==> src/rtl/vedic_mult_iter.sv <==
// Iterative WIDTH x WIDTH multiplier: four passes through one shared H x H Vedic core,
// valid/ready on both sides. Define VEDIC_SIGNED_EN for two's-complement operands and product.
module vedic_mult_iter #(
  parameter int WIDTH = 8
) (
  input  logic                 clk,
  input  logic                 rst,
  input  logic                 in_valid,
  output logic                 in_ready,
  input  logic [WIDTH-1:0]     a,
  input  logic [WIDTH-1:0]     b,
  output logic                 out_valid,
  input  logic                 out_ready,
  output logic [2*WIDTH-1:0]   c,
  output logic                 busy
);

  localparam int H   = WIDTH / 2;
  localparam int PW  = 2 * WIDTH;
  localparam int LOG = $clog2(H);

  typedef enum logic [1:0] {IDLE, BUSY, DONE} state_e;

  state_e           state_q, state_d;
  logic [1:0]       step_q, step_d;
  logic [WIDTH-1:0] ra_q, ra_d, rb_q, rb_d;
  logic [PW-1:0]    acc_q, acc_d, c_q, c_d;
  logic [H-1:0]     core_x, core_y;
  logic [WIDTH-1:0] pp;
  logic [PW-1:0]    pp_shift, acc_sum;

  // Shared core operands: step bit 0 picks the ra half, step bit 1 picks the rb half.
  always_comb begin
    core_x = step_q[0] ? ra_q[WIDTH-1:H] : ra_q[H-1:0];
    core_y = step_q[1] ? rb_q[WIDTH-1:H] : rb_q[H-1:0];
  end

  // Vedic core flattened into levels: level lv holds every (2<<lv)-bit digit-pair product,
  // built from the four half-size products of the level below.
  for (genvar lv = 0; lv < LOG; lv++) begin : g_lvl
    localparam int N = 2 << lv;
    localparam int D = H / N;
    logic [2*N-1:0] pr [D][D];
    for (genvar i = 0; i < D; i++) begin : g_i
      for (genvar j = 0; j < D; j++) begin : g_j
        if (lv == 0) begin : g_cell
          logic [1:0] x2, y2, t, u;
          assign x2 = core_x[2*i +: 2];
          assign y2 = core_y[2*j +: 2];
          assign t  = {1'b0, x2[1] & y2[0]} + {1'b0, x2[0] & y2[1]};
          assign u  = {1'b0, x2[1] & y2[1]} + {1'b0, t[1]};
          assign pr[i][j] = {u, t[0], x2[0] & y2[0]};
        end else begin : g_comb
          logic [N-1:0] ll, lh, hl, hh;
          logic [N:0]   mid;
          assign ll  = g_lvl[lv-1].pr[2*i][2*j];
          assign lh  = g_lvl[lv-1].pr[2*i+1][2*j];
          assign hl  = g_lvl[lv-1].pr[2*i][2*j+1];
          assign hh  = g_lvl[lv-1].pr[2*i+1][2*j+1];
          assign mid = {1'b0, lh} + {1'b0, hl};
          assign pr[i][j] = {hh, ll} + ((2*N)'(mid) << (N/2));
        end
      end
    end
  end

  assign pp = g_lvl[LOG-1].pr[0][0];

  always_comb begin
    case (step_q)
      2'd0:    pp_shift = PW'(pp);
      2'd3:    pp_shift = PW'(pp) << WIDTH;
      default: pp_shift = PW'(pp) << H;
    endcase
    acc_sum = acc_q + pp_shift;
  end

`ifdef VEDIC_SIGNED_EN
  logic neg_q, neg_d;
  logic [WIDTH-1:0] mag_a, mag_b;
  logic [PW-1:0]    result;
  // The most-negative value negates to itself, which is the correct unsigned magnitude.
  assign mag_a  = a[WIDTH-1] ? (~a + 1'b1) : a;
  assign mag_b  = b[WIDTH-1] ? (~b + 1'b1) : b;
  assign result = neg_q ? (~acc_sum + 1'b1) : acc_sum;
`else
  logic [PW-1:0] result;
  assign result = acc_sum;
`endif

  // NOTE: every always_comb output gets a default first so no path can infer a latch.
  always_comb begin
    state_d = state_q;
    step_d  = step_q;
    ra_d    = ra_q;
    rb_d    = rb_q;
    acc_d   = acc_q;
    c_d     = c_q;
`ifdef VEDIC_SIGNED_EN
    neg_d   = neg_q;
`endif
    case (state_q)
      IDLE: begin
        if (in_valid) begin
`ifdef VEDIC_SIGNED_EN
          ra_d  = mag_a;
          rb_d  = mag_b;
          neg_d = a[WIDTH-1] ^ b[WIDTH-1];
`else
          ra_d  = a;
          rb_d  = b;
`endif
          acc_d   = '0;
          step_d  = '0;
          state_d = BUSY;
        end
      end
      BUSY: begin
        acc_d  = acc_sum;
        step_d = step_q + 2'd1;
        if (step_q == 2'd3) begin
          c_d     = result;
          state_d = DONE;
        end
      end
      DONE: begin
        if (out_ready) state_d = IDLE;
      end
      default: state_d = IDLE;
    endcase
  end

  // NOTE: state registers use non-blocking assignments so all flops update together at the edge.
  always_ff @(posedge clk) begin
    if (rst) begin
      state_q <= IDLE;
      step_q  <= '0;
      ra_q    <= '0;
      rb_q    <= '0;
      acc_q   <= '0;
      c_q     <= '0;
`ifdef VEDIC_SIGNED_EN
      neg_q   <= 1'b0;
`endif
    end else begin
      state_q <= state_d;
      step_q  <= step_d;
      ra_q    <= ra_d;
      rb_q    <= rb_d;
      acc_q   <= acc_d;
      c_q     <= c_d;
`ifdef VEDIC_SIGNED_EN
      neg_q   <= neg_d;
`endif
    end
  end

  assign in_ready  = (state_q == IDLE);
  assign out_valid = (state_q == DONE);
  assign busy      = (state_q != IDLE);
  assign c         = c_q;

endmodule

==> config.mk <==
export PLATFORM = sky130hd
export DESIGN_NAME = vedic_mult_iter
export DESIGN_NICKNAME = d
export VERILOG_FILES = /design/src/rtl/vedic_mult_iter.sv
export SDC_FILE = /design/constraint.sdc
export NUM_CORES = 1
export LEC_CHECK = 0
export CELL_PAD_IN_SITES_DETAIL_PLACEMENT = 0
export CELL_PAD_IN_SITES_GLOBAL_PLACEMENT = 1
export CORE_MARGIN = 4
export CORE_UTILIZATION = 40
export CTS_BUF_LIST = sky130_fd_sc_hd__clkbuf_4
export DETAILED_ROUTE_END_ITERATION = 7
export PLACE_DENSITY = 0.75
export SLEW_MARGIN = 20
export SYNTH_ARGS = -nofsm -noshare
export SYNTH_HDL_FRONTEND = slang
export SYNTH_SLANG_ARGS = --single-unit
==> constraint.sdc <==
create_clock -name clk -period 6.1 [get_ports clk]
set_clock_uncertainty 0.05 [all_clocks]
set_input_delay 1.22 -clock clk [delete_from_list [all_inputs] [get_ports clk]]
set_output_delay 1.22 -clock clk [all_outputs]
set_load 0.05 [all_outputs]
== Word level (Yosys, flattened, before mapping) ==
Index checks and enable logic that the tools add are counted.
Storage, ports and cells
  bits in registers: 52
  bits in latches: 0
  memory bits (writable): 0
  bits in read-only memories: 0
  input bits: 20
  output and inout bits: 19
  memories: 0
Cells by class
  add/subtract/negate cells: 12
  multiply operators: 0
  divide/modulo/power cells: 0
  magnitude comparators: 0
  equality and inequality tests: 6
  shift-type cells: 0
  muxes and demuxes: 11
  bitwise operators: 16
  reductions and logical operators: 8
Operator list (number)
  $pmux W16 S2: 2
  $add A1 B1 Y2: 8
  $add A16 B16 Y16: 1
  $and A1 B1 Y1: 16
  $mux W16: 1
  $add A8 B7 Y8: 1
  $mux W2: 4
  $mux W4: 2
  $pmux W2 S3: 1
  $reduce_and A2 Y1: 3
  $add A4 B4 Y5: 1
  $eq A2 B2 Y1 const B: 2
  $logic_not A2 Y1: 2
  $ne A2 B2 Y1 const B: 2
  $pmux W2 S2: 1
  $reduce_bool A2 Y1: 2
  $reduce_and A3 Y1: 1
  $add A2 B1 Y2 const B: 1
  $eq A2 B1 Y1 const B: 1
  $ne A2 B1 Y1 const B: 1

== Logic depth before layout (Yosys ltp) ==
  depth after elaboration: 9
  depth in mapped cells: 23

== Least setup slack after synthesis ==
No wires, ideal clock.
  kind: register to register
  from: reg step_q[1]
  to: reg acc_q[14]
  setup time: 0.117 ns
  data arrival time: 4.609 ns
  required time: 5.933 ns
  slack: 1.325 ns
  stages on the path, launching flop included: 22
  period minus slack after synthesis: 4.775 ns
  cells stage by stage: dfxtp_1 -> clkbuf_1 -> mux2i_1 -> nor2_1 -> ha_1 -> fa_1 -> xor2_1 -> ha_1 -> o21ai_0 -> nor2_1 -> o21a_1 -> nor2_1 -> xnor2_1 -> a22o_1 -> ha_1 -> buf_4 -> a21o_1 -> a211o_1 -> a41oi_1 -> o31ai_2 -> xnor2_1 -> a22o_1
On the way
  cells in the longest elaborated chain, start to end: 9
  elaborated cells on any way between the ends: 32
  classes of those cells: add/sub: 11; eq/ne: 1; mux: 3; bitwise: 16; reduce/logical: 1
Ends and longest elaborated chain
  start: declaration: RTL line 25  | logic [1:0] step_q, step_d;
  start signal: assignment: RTL line 147  | step_q <= step_d;
  $mux W4: RTL line 35  | core_y = step_q[1] ? rb_q[WIDTH-1:H] : rb_q[H-1:0];
  $and A1 B1 Y1: RTL line 50  | assign t = {1'b0, x2[1] & y2[0]} + {1'b0, x2[0] & y2[1]};
  $add A1 B1 Y2: RTL line 50
  $add A1 B1 Y2: RTL line 51  | assign u = {1'b0, x2[1] & y2[1]} + {1'b0, t[1]};
  $add A4 B4 Y5: RTL line 60  | assign mid = {1'b0, lh} + {1'b0, hl};
  $add A8 B7 Y8: RTL line 61  | assign pr[i][j] = {hh, ll} + ((2*N)'(mid) << (N/2));
  $pmux W16 S2 *: RTL line 70  | case (step_q)
  $add A16 B16 Y16 *: RTL line 75  | acc_sum = acc_q + pp_shift;
  $pmux W16 S2 *: RTL line 102  | case (state_q)
  end signal: assignment: RTL line 140  | acc_q <= '0;
  end signal: assignment: RTL line 150  | acc_q <= acc_d;
  end: declaration: RTL line 27  | logic [PW-1:0] acc_q, acc_d, c_q, c_d;
Every way passes the cells marked *; elsewhere a longest branch is shown, timed or not.
A chain may end at the register's enable or synchronous reset.

== Worst setup path in the final report ==
  from: reg step_q[1]
  to: reg c_q[15], in the netlist c[15]
On the way
  cells in the longest elaborated chain, start to end: 8
  elaborated cells on any way between the ends: 32
  classes of those cells: add/sub: 11; eq/ne: 1; mux: 2; bitwise: 16; reduce/logical: 2
Ends and longest elaborated chain
  $mux W4: RTL line 35
  $and A1 B1 Y1: RTL line 50
  $add A1 B1 Y2: RTL line 50
  $add A1 B1 Y2: RTL line 51
  $add A4 B4 Y5: RTL line 60
  $add A8 B7 Y8: RTL line 61
  $pmux W16 S2: RTL line 70
  $add A16 B16 Y16: RTL line 75
  end signal: assignment: RTL line 141  | c_q <= '0;
  end signal: assignment: RTL line 151  | c_q <= c_d;
  end: declaration: RTL line 27
Parallel ways exist; a longest one is shown, timed or not.

==> results.md <==
- The worst-case clock buffer depth is 2.
- Entering global routing, the biggest net connects 43 pins.
- The routed via count divided by cell count is ~5.4.
- For this run, the total global-route usage over all layers was measured as 0.1681.
- The largest voltage drop on the vdd net is 79.99 uV.
- After layout, the design draws a total of 0.6130 mW.
- The startpoint of the worst-slack reg-to-reg timing path is step_q[1]$_SDFFE_PP0P_.
- The total negative setup slack is 0 ps.
- The total number of vias is 2928.
- Setup violations remaining at the end of the flow were counted as 0.
- The number of nets at the end of the flow is slightly below 500.
- STA classifies the critical path endpoint as a register.
- The number of global-route vias before repair is between 2000 and 3000.
- The fraction of the yosys area taken by sequential cells is 0.3089.
- The core occupancy in the finished layout is 0.4678.
- The count of TritonRoute iterations in the first routing pass is 4.
- The proportion of synthesized flip-flops having asynchronous set or reset is 0.
- The final-report hold violation count came to 0.
- Buffers inserted during clock tree synthesis total 5.
- In the final routed layout, each cell accounts on average for between 10 and 15 microns.
- The share of cells above drive strength 1 is 0.03440.
- The synthesized area per cell is 8.218 sq um.
- The highest achievable clock rate is 190.1 MHz.
- The flow ran to the end, and the final reports show no timing, DRC or antenna violations.
- TritonCTS built the clock tree.
- The floorplan step defined a die boundary enclosing 0.009956 sq mm.
- The class of the tightest hold or removal check is register to register.
- The number of ports placed on the die boundary is 39.
- The die span in y is ~100 microns.
- Of the available clock period, the critical path in the final layout requires 0.8625.
- The starting utilization of the core area is 0.4101.
- The number of flops mapped to enable cells by yosys is 0.
- The remaining max-slew budget at the tightest pin is 0.3526.
- The total nets after synthesis is 467.
- The number of buffers inserted to repair setup after CTS is 0.
- The max-slew violation total from the final report is 0.
- For the worst-skew pair, the clock arrives at the later sink with an insertion delay of roughly 380 ps.
- The number of antenna violations at the first check in global routing is 0.
- The peak fanout along the critical path is 8.
- The area of the core region is 0.008217 sq mm.
- The startpoint type of the worst setup path is a register.
- Max-cap violations in this run came to 0.
- The count of H-tree levels built during CTS is 2.
- The analysis attributes to cell leakage a power of 1.652 nW.
- The floorplan step set the die width to between 90 and 100 microns.
- The half-perimeter wire length of the detailed placement result is 5926 microns.
- The number of unique standard cell types used by synthesis is slightly below 50.
- The cell area that synthesis handed to floorplanning was 0.003369 sq mm.
- The startpoint of the tightest hold check path is rb_q[6]$_SDFFE_PP0P_.
- Data on the critical path is required at its endpoint by 6380 ps.
- The synthesized netlist cell count is between 400 and 500.
- After clock tree synthesis, the clock-pin slew on the worst setup and hold paths is 160 ps.
- The DRC violation count after routing is 0.
- Clock tree synthesis selected as its root buffer the cell sky130_fd_sc_hd__clkbuf_4.
- After floorplanning, the core was divided into 33 placement rows.
- The number of diodes is 0.
- During synthesis, Yosys emitted a total of 0 warnings.
- In the synthesized netlist the dominant register cell turns out to be sky130_fd_sc_hd__dfxtp_1.
- The weighted congestion at the end of routability-driven global placement is 0.8797.
- The total congestion overflow after global routing is 0.
- The initial DRC count is 74.
- The signal arrival time at the worst endpoint is 5540 ps.
- The number of buffers inserted by hold repair at cts is 0.
- Relative to the synthesized area, the layout overhead comes to 14.07%.
- The routed design could run at a clock period as short as 5261 ps.
- The kind of critical path is register to register.
- The port buffer count is 38.
- The number of routed nets with antenna violations is 0.
- The number of storage elements in the synthesis netlist is 52.
- The power density over the cells is about 160 mW/mm^2.
- The clock sink count is 52.
- Setup repair after global routing left no endpoint under its margin.
- The first global-routing pass estimated 13830 microns of wire.
- The worst-margin pin slew is roughly 970 ps.
- The launching element of the worst setup path is step_q[1]$_SDFFE_PP0P_.
- The number of cells upsized or downsized after cts is 0.
- The routed wire length is 8001 microns.
[per-layer routing]
layer  share of wire  wire length, microns  track usage  vias to the layer above
met3           0.026                   206      0.02571                        4
li1                -                     -            -                     1503
met1            0.50                  3969       0.2297                     1380
met4          0.0064                    51      0.03151                        0
met2            0.47                  3774       0.2832                       41
met5               0                     0            0                        -
[state kept, by name, indices dropped and copies added (netlist names)]
name,cells
state_q,2
c,16
step_q,2
rb_q,8
ra_q,8
acc_q,16
[cell families after synthesis]
kind of cell	after synthesis	share of synthesized area
buffers and inverters	29	0.03899
DFF	52	0.3089
xor gates and xnor gates	20	0.05644
AOI/OAI and AO/OA	107	0.2068
and+or+nand+nor	153	0.2087
muxes	12	0.03602
adders and majority gates	37	0.1441
[Yosys cell counts, types with 3 or more instances]
cell type                  number  area (sq um)
sky130_fd_sc_hd__and2_1         7         43.79
sky130_fd_sc_hd__nand4b_1       3         26.28
sky130_fd_sc_hd__nor3_1         5         25.02
sky130_fd_sc_hd__xnor2_1       12         105.1
sky130_fd_sc_hd__nand2_1       59         221.5
sky130_fd_sc_hd__nor2b_1        4         25.02
sky130_fd_sc_hd__nand2b_1       4         25.02
sky130_fd_sc_hd__o21ai_0        9         45.04
sky130_fd_sc_hd__a211oi_1       5         37.54
sky130_fd_sc_hd__inv_1          8         30.03
sky130_fd_sc_hd__and3_1         4         25.02
sky130_fd_sc_hd__nor3b_1        3         22.52
sky130_fd_sc_hd__a31oi_1        4         25.02
sky130_fd_sc_hd__ha_1          34         425.4
sky130_fd_sc_hd__a21oi_1       46         230.2
sky130_fd_sc_hd__dfxtp_1       52          1041
sky130_fd_sc_hd__a21o_1        11         82.58
sky130_fd_sc_hd__a22o_1        14         122.6
sky130_fd_sc_hd__nor2_1        39         146.4
sky130_fd_sc_hd__nand3_1       16         80.08
sky130_fd_sc_hd__nand4_1        4         25.02
sky130_fd_sc_hd__fa_1           3         60.06
sky130_fd_sc_hd__mux2i_1       11         110.1
sky130_fd_sc_hd__xor2_1         7         61.31
sky130_fd_sc_hd__clkbuf_1      15         56.30
[worst paths after layout]
check,cells after the start,slack (ps),to
max,21,840,c[15]$_SDFFE_PP0P_
min,2,420,rb_q[6]$_SDFFE_PP0P_
max reg2reg,21,840,c[15]$_SDFFE_PP0P_
min reg2reg,2,420,rb_q[6]$_SDFFE_PP0P_
[power by group]
part           total [mW]  internal, mW  leakage (nW)  switching [mW]
registers           0.355         0.349         0.422         0.00613
clock network       0.167        0.0487        0.0293           0.119
logic              0.0908        0.0341          1.20          0.0567
[worst max-delay path: stages (launching register included)]
cell,delay (ps)
sky130_fd_sc_hd__dfxtp_1,520
sky130_fd_sc_hd__mux2i_1,450
sky130_fd_sc_hd__nor2_1,100
sky130_fd_sc_hd__ha_1,220
sky130_fd_sc_hd__ha_1,300
sky130_fd_sc_hd__ha_1,350
sky130_fd_sc_hd__a21oi_1,190
sky130_fd_sc_hd__xnor2_1,90
sky130_fd_sc_hd__ha_1,330
sky130_fd_sc_hd__o21ai_0,90
sky130_fd_sc_hd__nor2_1,180
sky130_fd_sc_hd__o21a_1,140
sky130_fd_sc_hd__nor2_1,40
sky130_fd_sc_hd__xnor2_1,140
sky130_fd_sc_hd__a22o_1,190
sky130_fd_sc_hd__ha_1,410
sky130_fd_sc_hd__nand3_1,140
sky130_fd_sc_hd__nor3b_1,300
sky130_fd_sc_hd__o31ai_1,170
sky130_fd_sc_hd__o31a_1,320
sky130_fd_sc_hd__xor3_1,360
sky130_fd_sc_hd__a21oi_1,140
[per-stage QoR]
stage / hold slack [ps] / setup slack (ps) / instance area (sq um) / cells
after floorplan: 385.7 / 1325 / 3369 / 410
after global placement: 393.2 / 1015 / 3787 / 533
after detailed placement: 397.7 / 885.1 / 3787 / 533
after CTS: 418.1 / 842.7 / 3844 / 541
after global routing: 444.1 / 412.0 / 3844 / 541
final: 415.5 / 838.8 / 3844 / 541
[final cells by class]
class	count	area [sq um]
well taps	105	131.4
clock inverters	2	11.26
multi-input cells	329	2197
inverters	8	30.03
flip-flops and latches	52	1041
repair buffers	39	387.9
fillers	849	4373
clock buffers	6	45.04
[placed cells by master, fill, tap and decap left out, types with 3 or more instances in the layout]
cell type	synthesis	routed
sky130_fd_sc_hd__nor3_1	5	5
sky130_fd_sc_hd__and2_1	7	7
sky130_fd_sc_hd__nand2b_1	4	4
sky130_fd_sc_hd__o21ai_0	9	9
sky130_fd_sc_hd__and3_1	4	4
sky130_fd_sc_hd__inv_1	8	8
sky130_fd_sc_hd__nand3_1	16	16
sky130_fd_sc_hd__nand4b_1	3	3
sky130_fd_sc_hd__clkdlybuf4s50_1	0	38
sky130_fd_sc_hd__nor3b_1	3	3
sky130_fd_sc_hd__xor2_1	7	7
sky130_fd_sc_hd__xnor2_1	12	12
sky130_fd_sc_hd__a22o_1	14	14
sky130_fd_sc_hd__dfxtp_1	52	52
sky130_fd_sc_hd__a211oi_1	5	5
sky130_fd_sc_hd__clkbuf_4	0	6
sky130_fd_sc_hd__a21o_1	11	11
sky130_fd_sc_hd__a21oi_1	46	46
sky130_fd_sc_hd__ha_1	34	34
sky130_fd_sc_hd__nand2_1	59	59
sky130_fd_sc_hd__a31oi_1	4	4
sky130_fd_sc_hd__mux2i_1	11	11
sky130_fd_sc_hd__nor2b_1	4	4
sky130_fd_sc_hd__fa_1	3	3
sky130_fd_sc_hd__nand4_1	4	4
sky130_fd_sc_hd__nor2_1	39	39
Power figures use the tool's default switching activity.
